### src/rtl/regfile_wb_arbiter_pkg.sv
// Shared constants and types for the register-file write-back arbiter.
package regfile_wb_arbiter_pkg;

  localparam int WIDTH_DEF      = 32;
  localparam int ADDR_WIDTH_DEF = 5;
  localparam int DEPTH_DEF      = 32;
  localparam int FIFO_DEPTH     = 2;

  // Write-back source ports; the value doubles as the last-grant pointer.
  typedef enum logic {
    PORT_EX = 1'b0,
    PORT_LD = 1'b1
  } port_e;

endpackage

### src/rtl/regfile_wb_arbiter_if.sv
// Valid/ready write-back request channel; one instance per source port.
interface regfile_wb_arbiter_if
  import regfile_wb_arbiter_pkg::*;
#(
  parameter int WIDTH      = WIDTH_DEF,
  parameter int ADDR_WIDTH = ADDR_WIDTH_DEF
) ();

  logic                  valid;
  logic [ADDR_WIDTH-1:0] addr;
  logic [WIDTH-1:0]      data;
  logic                  ready;

  modport master (output valid, output addr, output data, input ready);
  modport slave  (input valid, input addr, input data, output ready);

endinterface

### src/rtl/regfile_wb_arbiter_wb_fifo2.sv
// Two-entry write-back FIFO. Slot 0 is always the head; both slots are
// exported so the top can derive the pending-register vector.
module wb_fifo2
  import regfile_wb_arbiter_pkg::*;
#(
  parameter int WIDTH      = WIDTH_DEF,
  parameter int ADDR_WIDTH = ADDR_WIDTH_DEF
) (
  input  logic                       clk,
  input  logic                       rst,
  input  logic                       push_i,
  input  logic [ADDR_WIDTH-1:0]      addr_i,
  input  logic [WIDTH-1:0]           data_i,
  input  logic                       pop_i,
  output logic                       ready_o,
  output logic                       nempty_o,
  output logic [ADDR_WIDTH-1:0]      head_addr_o,
  output logic [WIDTH-1:0]           head_data_o,
  output logic [1:0]                 ent_vld_o,
  output logic [1:0][ADDR_WIDTH-1:0] ent_addr_o
);

  logic [1:0]                 count_q, count_d;
  logic [1:0][ADDR_WIDTH-1:0] addr_q, addr_d;
  logic [1:0][WIDTH-1:0]      data_q, data_d;
  logic                       push_ok_s, pop_ok_s;

  // Ready comes from registered occupancy only: a full FIFO never accepts,
  // even in a cycle where it is being drained.
  assign ready_o     = (count_q < 2'(FIFO_DEPTH));
  assign nempty_o    = (count_q != 2'd0);
  assign push_ok_s   = push_i && ready_o;
  assign pop_ok_s    = pop_i && nempty_o;
  assign head_addr_o = addr_q[0];
  assign head_data_o = data_q[0];
  assign ent_vld_o   = {(count_q == 2'd2), (count_q != 2'd0)};
  assign ent_addr_o  = addr_q;

  // Next-state: shift on pop, write the first free slot on push.
  always_comb begin
    count_d = count_q;
    addr_d  = addr_q;
    data_d  = data_q;
    case ({push_ok_s, pop_ok_s})
      2'b10: begin
        if (count_q == 2'd0) begin
          addr_d[0] = addr_i;
          data_d[0] = data_i;
          count_d   = 2'd1;
        end else begin
          addr_d[1] = addr_i;
          data_d[1] = data_i;
          count_d   = 2'd2;
        end
      end
      2'b01: begin
        addr_d[0] = addr_q[1];
        data_d[0] = data_q[1];
        count_d   = count_q - 2'd1;
      end
      2'b11: begin
        // Only reachable with one entry: the head leaves and the new entry
        // becomes the head, occupancy unchanged.
        addr_d[0] = addr_i;
        data_d[0] = data_i;
      end
      default: begin
        count_d = count_q;
      end
    endcase
  end

  // State registers with synchronous reset.
  always_ff @(posedge clk) begin
    if (rst) begin
      count_q <= 2'd0;
      addr_q  <= '0;
      data_q  <= '0;
    end else begin
      count_q <= count_d;
      addr_q  <= addr_d;
      data_q  <= data_d;
    end
  end

endmodule

### src/rtl/regfile_wb_arbiter.sv
// Round-robin arbiter merging execute and load write-backs onto the single
// register-file write port, with a per-register pending scoreboard.
module regfile_wb_arbiter
  import regfile_wb_arbiter_pkg::*;
#(
  parameter int WIDTH      = WIDTH_DEF,
  parameter int ADDR_WIDTH = ADDR_WIDTH_DEF,
  parameter int DEPTH      = DEPTH_DEF
) (
  input  logic                  clk,
  input  logic                  rst,
  regfile_wb_arbiter_if.slave   ex_if,
  regfile_wb_arbiter_if.slave   ld_if,
  output logic                  we0,
  output logic [ADDR_WIDTH-1:0] wr_addr0,
  output logic [WIDTH-1:0]      wr_din0,
  output logic [DEPTH-1:0]      pending
);

  logic                       ex_ready_s, ld_ready_s, ex_ne_s, ld_ne_s;
  logic                       ex_push_s, ld_push_s, gnt_ex_s, gnt_ld_s;
  logic [ADDR_WIDTH-1:0]      ex_head_addr_s, ld_head_addr_s;
  logic [WIDTH-1:0]           ex_head_data_s, ld_head_data_s;
  logic [1:0]                 ex_vld_s, ld_vld_s;
  logic [1:0][ADDR_WIDTH-1:0] ex_ent_s, ld_ent_s;
  logic [DEPTH-1:0]           pend_s;

  port_e                      last_q, last_d;
  logic                       we0_q, we0_d;
  logic [ADDR_WIDTH-1:0]      wr_addr0_q, wr_addr0_d;
  logic [WIDTH-1:0]           wr_din0_q, wr_din0_d;

  // Writes to x0 complete the handshake but are never buffered.
  assign ex_push_s   = ex_if.valid && ex_ready_s && (ex_if.addr != {ADDR_WIDTH{1'b0}});
  assign ld_push_s   = ld_if.valid && ld_ready_s && (ld_if.addr != {ADDR_WIDTH{1'b0}});
  assign ex_if.ready = ex_ready_s;
  assign ld_if.ready = ld_ready_s;

  wb_fifo2 #(.WIDTH(WIDTH), .ADDR_WIDTH(ADDR_WIDTH)) u_ex_fifo (
    .clk(clk), .rst(rst), .push_i(ex_push_s), .addr_i(ex_if.addr), .data_i(ex_if.data),
    .pop_i(gnt_ex_s), .ready_o(ex_ready_s), .nempty_o(ex_ne_s),
    .head_addr_o(ex_head_addr_s), .head_data_o(ex_head_data_s),
    .ent_vld_o(ex_vld_s), .ent_addr_o(ex_ent_s)
  );

  wb_fifo2 #(.WIDTH(WIDTH), .ADDR_WIDTH(ADDR_WIDTH)) u_ld_fifo (
    .clk(clk), .rst(rst), .push_i(ld_push_s), .addr_i(ld_if.addr), .data_i(ld_if.data),
    .pop_i(gnt_ld_s), .ready_o(ld_ready_s), .nempty_o(ld_ne_s),
    .head_addr_o(ld_head_addr_s), .head_data_o(ld_head_data_s),
    .ent_vld_o(ld_vld_s), .ent_addr_o(ld_ent_s)
  );

  // Grant: the lone non-empty port, or the one not served last on contention.
  always_comb begin
    gnt_ex_s = 1'b0;
    gnt_ld_s = 1'b0;
    if (ex_ne_s && ld_ne_s) begin
      if (last_q == PORT_LD) begin
        gnt_ex_s = 1'b1;
      end else begin
        gnt_ld_s = 1'b1;
      end
    end else if (ex_ne_s) begin
      gnt_ex_s = 1'b1;
    end else if (ld_ne_s) begin
      gnt_ld_s = 1'b1;
    end else begin
      gnt_ex_s = 1'b0;
    end
  end

  // Output-register and pointer next-state; address/data hold when idle.
  always_comb begin
    last_d     = last_q;
    we0_d      = 1'b0;
    wr_addr0_d = wr_addr0_q;
    wr_din0_d  = wr_din0_q;
    if (gnt_ex_s) begin
      we0_d      = 1'b1;
      wr_addr0_d = ex_head_addr_s;
      wr_din0_d  = ex_head_data_s;
      last_d     = PORT_EX;
    end else if (gnt_ld_s) begin
      we0_d      = 1'b1;
      wr_addr0_d = ld_head_addr_s;
      wr_din0_d  = ld_head_data_s;
      last_d     = PORT_LD;
    end else begin
      we0_d = 1'b0;
    end
  end

  // Pending: any buffered entry or the in-flight output write targets reg i.
  always_comb begin
    pend_s = {DEPTH{1'b0}};
    for (int i = 1; i < DEPTH; i++) begin
      if ((ex_vld_s[0] && (ex_ent_s[0] == ADDR_WIDTH'(i))) ||
          (ex_vld_s[1] && (ex_ent_s[1] == ADDR_WIDTH'(i))) ||
          (ld_vld_s[0] && (ld_ent_s[0] == ADDR_WIDTH'(i))) ||
          (ld_vld_s[1] && (ld_ent_s[1] == ADDR_WIDTH'(i))) ||
          (we0_q && (wr_addr0_q == ADDR_WIDTH'(i)))) begin
        pend_s[i] = 1'b1;
      end else begin
        pend_s[i] = 1'b0;
      end
    end
  end

  // Registered write port and pointer; reset lets port 0 win first.
  always_ff @(posedge clk) begin
    if (rst) begin
      last_q     <= PORT_LD;
      we0_q      <= 1'b0;
      wr_addr0_q <= {ADDR_WIDTH{1'b0}};
      wr_din0_q  <= {WIDTH{1'b0}};
    end else begin
      last_q     <= last_d;
      we0_q      <= we0_d;
      wr_addr0_q <= wr_addr0_d;
      wr_din0_q  <= wr_din0_d;
    end
  end

  assign we0      = we0_q;
  assign wr_addr0 = wr_addr0_q;
  assign wr_din0  = wr_din0_q;
  assign pending  = pend_s;

endmodule

### src/flat_wrapper.sv
// flat-port wrapper written by rule: the top's interface ports become plain ports
module regfile_wb_arbiter_flat import regfile_wb_arbiter_pkg::*;
#(
  parameter int WIDTH      = WIDTH_DEF,
  parameter int ADDR_WIDTH = ADDR_WIDTH_DEF,
  parameter int DEPTH      = DEPTH_DEF
)
  (clk, rst, we0, wr_addr0, wr_din0, pending, ex_if_valid, ex_if_addr, ex_if_data, ex_if_ready, ld_if_valid, ld_if_addr, ld_if_data, ld_if_ready);
  regfile_wb_arbiter_if #(.WIDTH(WIDTH), .ADDR_WIDTH(ADDR_WIDTH)) ex_if_i ();
  regfile_wb_arbiter_if #(.WIDTH(WIDTH), .ADDR_WIDTH(ADDR_WIDTH)) ld_if_i ();
  input  logic clk;
  input  logic rst;
  output logic we0;
  output logic [ADDR_WIDTH-1:0] wr_addr0;
  output logic [WIDTH-1:0] wr_din0;
  output logic [DEPTH-1:0] pending;
  input wire logic [$bits(ex_if_i.valid)-1:0] ex_if_valid;
  input wire logic [$bits(ex_if_i.addr)-1:0] ex_if_addr;
  input wire logic [$bits(ex_if_i.data)-1:0] ex_if_data;
  output wire logic [$bits(ex_if_i.ready)-1:0] ex_if_ready;
  input wire logic [$bits(ld_if_i.valid)-1:0] ld_if_valid;
  input wire logic [$bits(ld_if_i.addr)-1:0] ld_if_addr;
  input wire logic [$bits(ld_if_i.data)-1:0] ld_if_data;
  output wire logic [$bits(ld_if_i.ready)-1:0] ld_if_ready;
  assign ex_if_i.valid = ex_if_valid;
  assign ex_if_i.addr = ex_if_addr;
  assign ex_if_i.data = ex_if_data;
  assign ex_if_ready = ex_if_i.ready;
  assign ld_if_i.valid = ld_if_valid;
  assign ld_if_i.addr = ld_if_addr;
  assign ld_if_i.data = ld_if_data;
  assign ld_if_ready = ld_if_i.ready;
  regfile_wb_arbiter #(.WIDTH(WIDTH), .ADDR_WIDTH(ADDR_WIDTH), .DEPTH(DEPTH)) u_core (.clk(clk), .rst(rst), .ex_if(ex_if_i), .ld_if(ld_if_i), .we0(we0), .wr_addr0(wr_addr0), .wr_din0(wr_din0), .pending(pending));
endmodule
### config.mk
export PLATFORM = sky130hd
export DESIGN_NAME = regfile_wb_arbiter_flat
export DESIGN_NICKNAME = d
export VERILOG_FILES = /design/src/rtl/regfile_wb_arbiter_pkg.sv /design/src/rtl/regfile_wb_arbiter_if.sv /design/src/rtl/regfile_wb_arbiter_wb_fifo2.sv /design/src/rtl/regfile_wb_arbiter.sv /design/src/flat_wrapper.sv
export SDC_FILE = /design/constraint.sdc
export NUM_CORES = 1
export LEC_CHECK = 0
export CORE_ASPECT_RATIO = 1.2
export CORE_MARGIN = 5
export CORE_UTILIZATION = 55
export CTS_BUF_LIST = sky130_fd_sc_hd__clkbuf_2
export DETAILED_ROUTE_END_ITERATION = 8
export PLACE_DENSITY = 0.82
export SYNTH_ARGS = -nofsm -noshare
export SYNTH_HDL_FRONTEND = slang
export SYNTH_SLANG_ARGS = --single-unit
### constraint.sdc
create_clock -name clk -period 2.8 [get_ports clk]
set_clock_uncertainty 0.1 [all_clocks]
set_input_delay 0.28 -clock clk [delete_from_list [all_inputs] [get_ports clk]]
set_output_delay 0.28 -clock clk [all_outputs]
set_load 0.03 [all_outputs]
* Word level (Yosys, flattened, before mapping)
Cells that the tools add are included.
** Word-level totals
- Bits in registers :: 191
- Input port bits :: 78
- Output and inout port bits :: 72
- Logic and storage cells :: 546
** Operators by class
- Add/subtract/negate cells :: 2
- $lt $le $gt $ge :: 2
- Equality and inequality tests :: 165
- Multiplexer cells :: 58
- Bitwise gates (word level) :: 2
- Reductions and logical operators :: 303
** Operator list (number)
- $eq 5x5->1 const B :: 80
- $eq 5x4->1 const B :: 40
- $pmux 32 s3 :: 2
- $logic_and 1x1->1 :: 164
- $mux 32 :: 4
- $logic_or 1x1->1 :: 124
- $eq 5x3->1 const B :: 20
- $eq 5x2->1 const B :: 10
- $mux 1 :: 42
- $pmux 5 s3 :: 2
- $eq 5x1->1 const B :: 5
- $mux 5 :: 4
- $eq 2x2->1 const B :: 6
- $reduce_bool 2->1 :: 5
- $reduce_bool 5->1 :: 2
- $pmux 2 s2 :: 2
- $reduce_and 2->1 :: 4
- $reduce_bool 3->1 :: 2
- $eq 2x1->1 const B :: 2
- $logic_not 2->1 :: 2
- $lt 2x2->1 const B :: 2
- $mux 2 :: 2
- $ne 2x2->1 const B :: 2
- $sub 2x1->2 const B :: 2
- $not 1->1 :: 2

* Depth between registers and ports, before layout
- Word-level depth :: 8
- Depth in mapped cells :: 12
- Gate-level depth less buffers :: 10

* By module
Synthesis repeated with hierarchy kept, for this count alone.
** Unflattened totals
- Cell total of the unflattened synthesis :: 1191
- Area total of the unflattened synthesis :: 10656.5 um^2
** By module, submodules not included
- wb_fifo2 :: times used 2, cells each 391, area an instance 3828.7 um^2, sequential area each 1521.5 um^2
- regfile_wb_arbiter :: times used 1, cells each 409, area an instance 2999.1 um^2, sequential area each 780.7 um^2

* Worst setup path after synthesis
OpenSTA, ideal clock, no wires.
- Path type :: register -> register
- From :: reg u_core.u_ex_fifo.count_q[1]
- To :: reg u_core.u_ld_fifo.data_q (netlist bit u_core.u_ld_fifo.head_data_o[12])
- Library setup time :: 146 ps
- Data arrival time :: 2516 ps
- Data required time :: 2554 ps
- Path slack :: 38 ps
- Stages on the path, launching flop included :: 12
- Buffers on the path :: 3
- Clock period less this slack :: 2762 ps
- Path through :: dfxtp_1 inv_1 ha_1 nand2b_1 nand2b_1 clkbuf_1 inv_1 ha_1 buf_2 clkbuf_1 mux2i_1 a211oi_2
** On the way
- Longest elaborated chain between the ends :: 7
- Elaborated cells between the ends (all ways) :: 12
- Classes of those cells :: eq/ne (4); mux (3); reduce/logical (5)
** RTL lines
- from (decl) :: line regfile_wb_arbiter_wb_fifo2.sv:23 : logic [1:0] count_q, count_d;
- from (signal assigned) :: line regfile_wb_arbiter_wb_fifo2.sv:80 : count_q <= count_d;
- $reduce_bool 2->1 * :: line regfile_wb_arbiter_wb_fifo2.sv:31 : assign nempty_o = (count_q != 2'd0);
- $mux 1 or $logic_and 1x1->1 (tied branches) :: line regfile_wb_arbiter.sv:63, regfile_wb_arbiter.sv:57
- $mux 1 * :: line regfile_wb_arbiter.sv:57 : if (ex_ne_s && ld_ne_s) begin
- $logic_and 1x1->1 * :: line regfile_wb_arbiter_wb_fifo2.sv:33 : assign pop_ok_s = pop_i && nempty_o;
- $eq 2x2->1 or $eq 2x1->1 (tied branches) :: line regfile_wb_arbiter_wb_fifo2.sv:44 : case ({push_ok_s, pop_ok_s})
- $ne 2x2->1 (no source line) or $reduce_bool 3->1 (tied branches)
- $reduce_and 2->1 (no source line)
- to (signal assigned) :: line regfile_wb_arbiter_wb_fifo2.sv:82 : data_q <= data_d;
- to (decl) :: line regfile_wb_arbiter_wb_fifo2.sv:25 : logic [1:0][WIDTH-1:0] data_q, data_d;
Every way passes the cells marked *; elsewhere a longest branch is shown, timed or not.
A chain may end at the register's enable or synchronous reset.

* Worst setup path after layout
- From :: reg u_core.u_ex_fifo.count_q[1]
- To :: out pending[14]
** On the way
- Longest elaborated chain between the ends :: 7
- Elaborated cells between the ends (all ways) :: 9
- Classes of those cells :: eq/ne (1); mux (1); reduce/logical (7)
** RTL lines
- $eq 2x2->1 or $reduce_bool 2->1 (tied branches) :: line regfile_wb_arbiter_wb_fifo2.sv:36 : assign ent_vld_o = {(count_q == 2'd2), (count_q != 2'd0)};
- $logic_and 1x1->1, on equally long branches :: line regfile_wb_arbiter.sv:98, regfile_wb_arbiter.sv:97
- $logic_or 1x1->1 * :: line regfile_wb_arbiter.sv:97 : if ((ex_vld_s[0] && (ex_ent_s[0] == ADDR_WIDTH'(i))) ||
- $logic_or 1x1->1 * :: line regfile_wb_arbiter.sv:98 : (ex_vld_s[1] && (ex_ent_s[1] == ADDR_WIDTH'(i))) ||
- $logic_or 1x1->1 * :: line regfile_wb_arbiter.sv:99 : (ld_vld_s[0] && (ld_ent_s[0] == ADDR_WIDTH'(i))) ||
- $logic_or 1x1->1 * :: line regfile_wb_arbiter.sv:100 : (ld_vld_s[1] && (ld_ent_s[1] == ADDR_WIDTH'(i))) ||
- $mux 1 * :: line regfile_wb_arbiter.sv:97
- to (decl) :: line flat_wrapper.sv:16 : output logic [DEPTH-1:0] pending;
Marks and branches as above.

==> key figures <==
Outcome
  • Status: finished clean

Routing
  • DR iter-0 viols: 727
  • Routed WL: about 30 mm
  • Vias/cell: ~6
  • DR vias: roughly 9500
  • DRC Markers: 0
  • Routed len/inst: roughly 19 microns
  • Detailed Routing Iterations Pass 1: 6
  • Detail Route Antenna Nets: 0

STA
  • Minimum clock period: ~2.8 ns
  • Final Hold Fails: 0
  • Final setup margin: between 0.008 and 0.009 ns
  • Fmax: around 360 MHz
  • RSZ-0062 raised after global routing: yes
  • Measured slew at the worst slew-check pin: ~0.64 ns
  • Slew Viols, Final: 0
  • Rel. slew slack: a little under three fifths
  • Fin crit share: 99.69%
  • Final Setup Violations: 0

Synthesis
  • Synth area leaders: dfxtp_1 (41%), mux2i_1 (8.1%), nor2_1 (7.0%)
  • Synth Net Count: roughly 1200
  • Distinct cell type count after synthesis: 39
  • Synth Area in Simple Gates: about a quarter
  • Register bit total from synthesis: approximately 190
  • Mapped Cells: roughly 1200
  • Synthesis Warnings: 0
  • Adder-cell share of the synthesized area: approximately 1.1%
  • Synthesized area: roughly 9000 sq um
  • Yosys top cell by area: dfxtp_1
  • Compound-gate portion of the synthesized area: a little under a fifth
  • Top-area cell type share of the netlist area: slightly above 40%
  • Largest family of logic cells by synthesized area: simple AND/OR/NAND/NOR gates
  • Mean post-synth cell area: between 8 and 9 sq um
  • Multiplexer share of the synthesized area: slightly above 8%
  • Sequential fraction of the synthesis area: 41.29%
  • Xor-xnor portion of the synthesized cell area: 0%

Critical path
  • Register-to-Register Setup Slack: 0.26 ns
  • Crit path arrival time: roughly 2.4 ns
  • Crit start category: register
  • Critical path class: reg -> out
  • Crit end category: output port
  • Crit-path cells: inv_4 -> ha_4 -> nor2b_4 -> nand3_2 -> nor3_1 -> or4_1 -> buf_6
  • Critical-path maximum fanout: 5
  • WP data required: about 2.4 ns
  • Max incr delay on CP: 0.54 ns
  • Worst path slowest cell: or4_1

Layout
  • Post-layout nets: 1440
  • Fillers: 1198
  • Share of cells above drive strength 1: approximately 17%
  • Area of the multi-input gates: between 5000 and 6000 sq um
  • Register area: around 3900 sq um
  • Commonest cells after routing, fill and taps aside: nor2_1 (171), nand2_1 (170), dfxtp_1 (170)
  • Fin area: 12580 sq um
  • Area Growth Syn to Fin: 35.84%
  • Most common cell after layout, fill and taps aside: nor2_1

Floorplanning
  • Die Wd: approximately 130 microns
  • Core area: ~17000 sq um
  • Boundary Pins: 150
  • Die footprint: between 15000 and 20000 sq um
  • Initial Util: 55.39%
  • Die Ht: ~150 microns
  • FP Rows: between 50 and 60

GRT
  • Grt met2 use: roughly 55%
  • Largest net degree at the start of global routing: 79
  • Met1 Track Usage GR: between 30% and 40%
  • GRT Residual Overflow: 0
  • M3 GR Usage: ~6.0%
  • First-pass GRT wire length: 46.98 mm
  • Antenna violations before repair: 1
  • Vias in the first global route: around 9000
  • Gr busiest metal: met2
  • Tot GR Track Use: between 20 and 30%

Power and ir drop
  • Leakage: ~4.6 nW
  • Peak VDD IR: roughly 690 uV
  • P per Cell Area: around 900 nW/um^2
  • Tot Pwr: ~12 mW

Clock tree
  • Clock sinks: roughly 190
  • H-tree Lvls: 4
  • Root Driver: clkbuf_2
  • Max Root-Sink Buffers: 2
  • CTS tree: yes
  • TritonCTS Buffers: 17
  • Latest clock arrival within the worst-skew pair: about 0.75 ns
  • Clock slew at the register clock pins of the worst setup and hold paths: 0.30 ns

Place
  • HPWL after detailed placement: about 20 mm
  • DP Worst Slack: a little under 0.1 ns
  • Port bufs: between 100 and 150
  • GPL Wtd Cong: around 0.91
  • Area after DPL: 11110 sq um

Run
  • MaxCap Viol Count: 0

Worst hold path
  • Worst hold path type: in -> reg
## cells by family (layout without fill, tap and decap cells)
| group | count (synthesis) | count (layout) |
|---|---|---|
| AOI/OAI and AO/OA | 251 | 251 |
| adders and majority gates | 8 | 8 |
| buffers and inverters | 107 | 318 |
| DFF | 191 | 191 |
| muxes | 75 | 75 |
| other | 1 | 2 |
| and+or+nand+nor | 523 | 523 |
## metal layers
| layer | wire [microns] | vias up |
|---|---|---|
| li1 | - | 4485 |
| met1 | 10920 | 4508 |
| met2 | 16040 | 413 |
| met3 | 1856 | 115 |
| met4 | 1327 | 0 |
| met5 | 0 | - |
## cell type report
cell class	count	area share, %
multi-input cells	858	42.63
flip-flops and latches	191	30.66
repair buffers	278	22.09
well taps	216	2.148
clock inverters	14	1.442
clock buffers	18	0.7161
inverters	8	0.2984
diodes	1	0.01989
## power breakdown
part           total (mW)  leakage, nW  internal (mW)  switching [mW]
sequential           4.57         1.58           3.61           0.965
combinational        5.48         2.89           2.30            3.18
clock                1.50        0.155          0.524           0.980
## path summary, 6_finish.rpt
| kind | startpoint | end | cells past startpoint |
|---|---|---|---|
| hold / removal | ex_if_data[30] | u_core.u_ex_fifo.data_q[62]$_SDFFE_PP0P_ | 3 |
| hold reg to reg | u_core.u_ex_fifo.data_q[36]$_SDFFE_PP0P_ | u_core.u_ex_fifo.data_q[36]$_SDFFE_PP0P_ | 2 |
| setup / recovery | u_core.u_ex_fifo.count_q[1]$_SDFFE_PP0P_ | pending[14] | 7 |
| setup reg to reg | u_core.u_ex_fifo.count_q[1]$_SDFFE_PP0P_ | u_core.u_ld_fifo.head_data_o[0]$_SDFFE_PP0P_ | 11 |
## cells in the mapped netlist, drive strengths merged
master,count
or2,3
or3b,1
buf,24
a21o,1
a32oi,4
nand3,27
nand4b,9
nor2,172
nor3b,8
nand3b,5
nor4,39
o21bai,1
clkbuf,75
inv,8
dfxtp,191
and2,2
nand2b,24
or4,5
or3,13
a211oi,74
and3b,2
o21ai,1
nor3,16
a2bb2oi,1
a22oi,22
o32ai,2
a21oi,118
ha,8
o22ai,27
nor4b,4
conb,1
mux2i,75
nand2,170
nor2b,16
nand4,7
## per-stage QoR
step / std cells / TNS, ns / utilization (%) / hold slack, ns
after floorplan: 1156 / 0 / - / 0.3160
after global placement: 1466 / 0 / 66.43 / 0.3408
after detailed placement: 1466 / 0 / 66.43 / 0.3467
after CTS: 1568 / -0.09322 / 73.06 / 0.0008249
after global routing: 1584 / -1.299 / 75.24 / 0.001597
final: 1584 / 0 / 75.24 / 0.07408
## worst max-delay path: cells and delay by family (launching register included)
| kind | cells | cell delay (ns) |
|---|---|---|
| simple gates | 4 | 0.78 |
| fa+ha+maj | 1 | 0.20 |
| flops | 1 | 0.44 |
| buf+inv | 2 | 0.23 |
## registers in the layout, summed over array words and instances (netlist names), 32 cells and up
| signal | cells |
|---|---|
| u_core.u_ld_fifo.data_q | 32 |
| u_core.u_ld_fifo.head_data_o | 32 |
| u_core.u_ex_fifo.head_data_o | 32 |
| u_core.wr_din0 | 32 |
| u_core.u_ex_fifo.data_q | 32 |
## repair_timing
action                                  CTS  global route
endpoints found under the hold margin    86             9
hold buffers                             61             9
pin swaps                                11            18
endpoints found under the setup margin   31            31
setup buffers                             9             6
resized for setup                       202            80
gates cloned                              0             0
(Power assumes the default switching activity.)
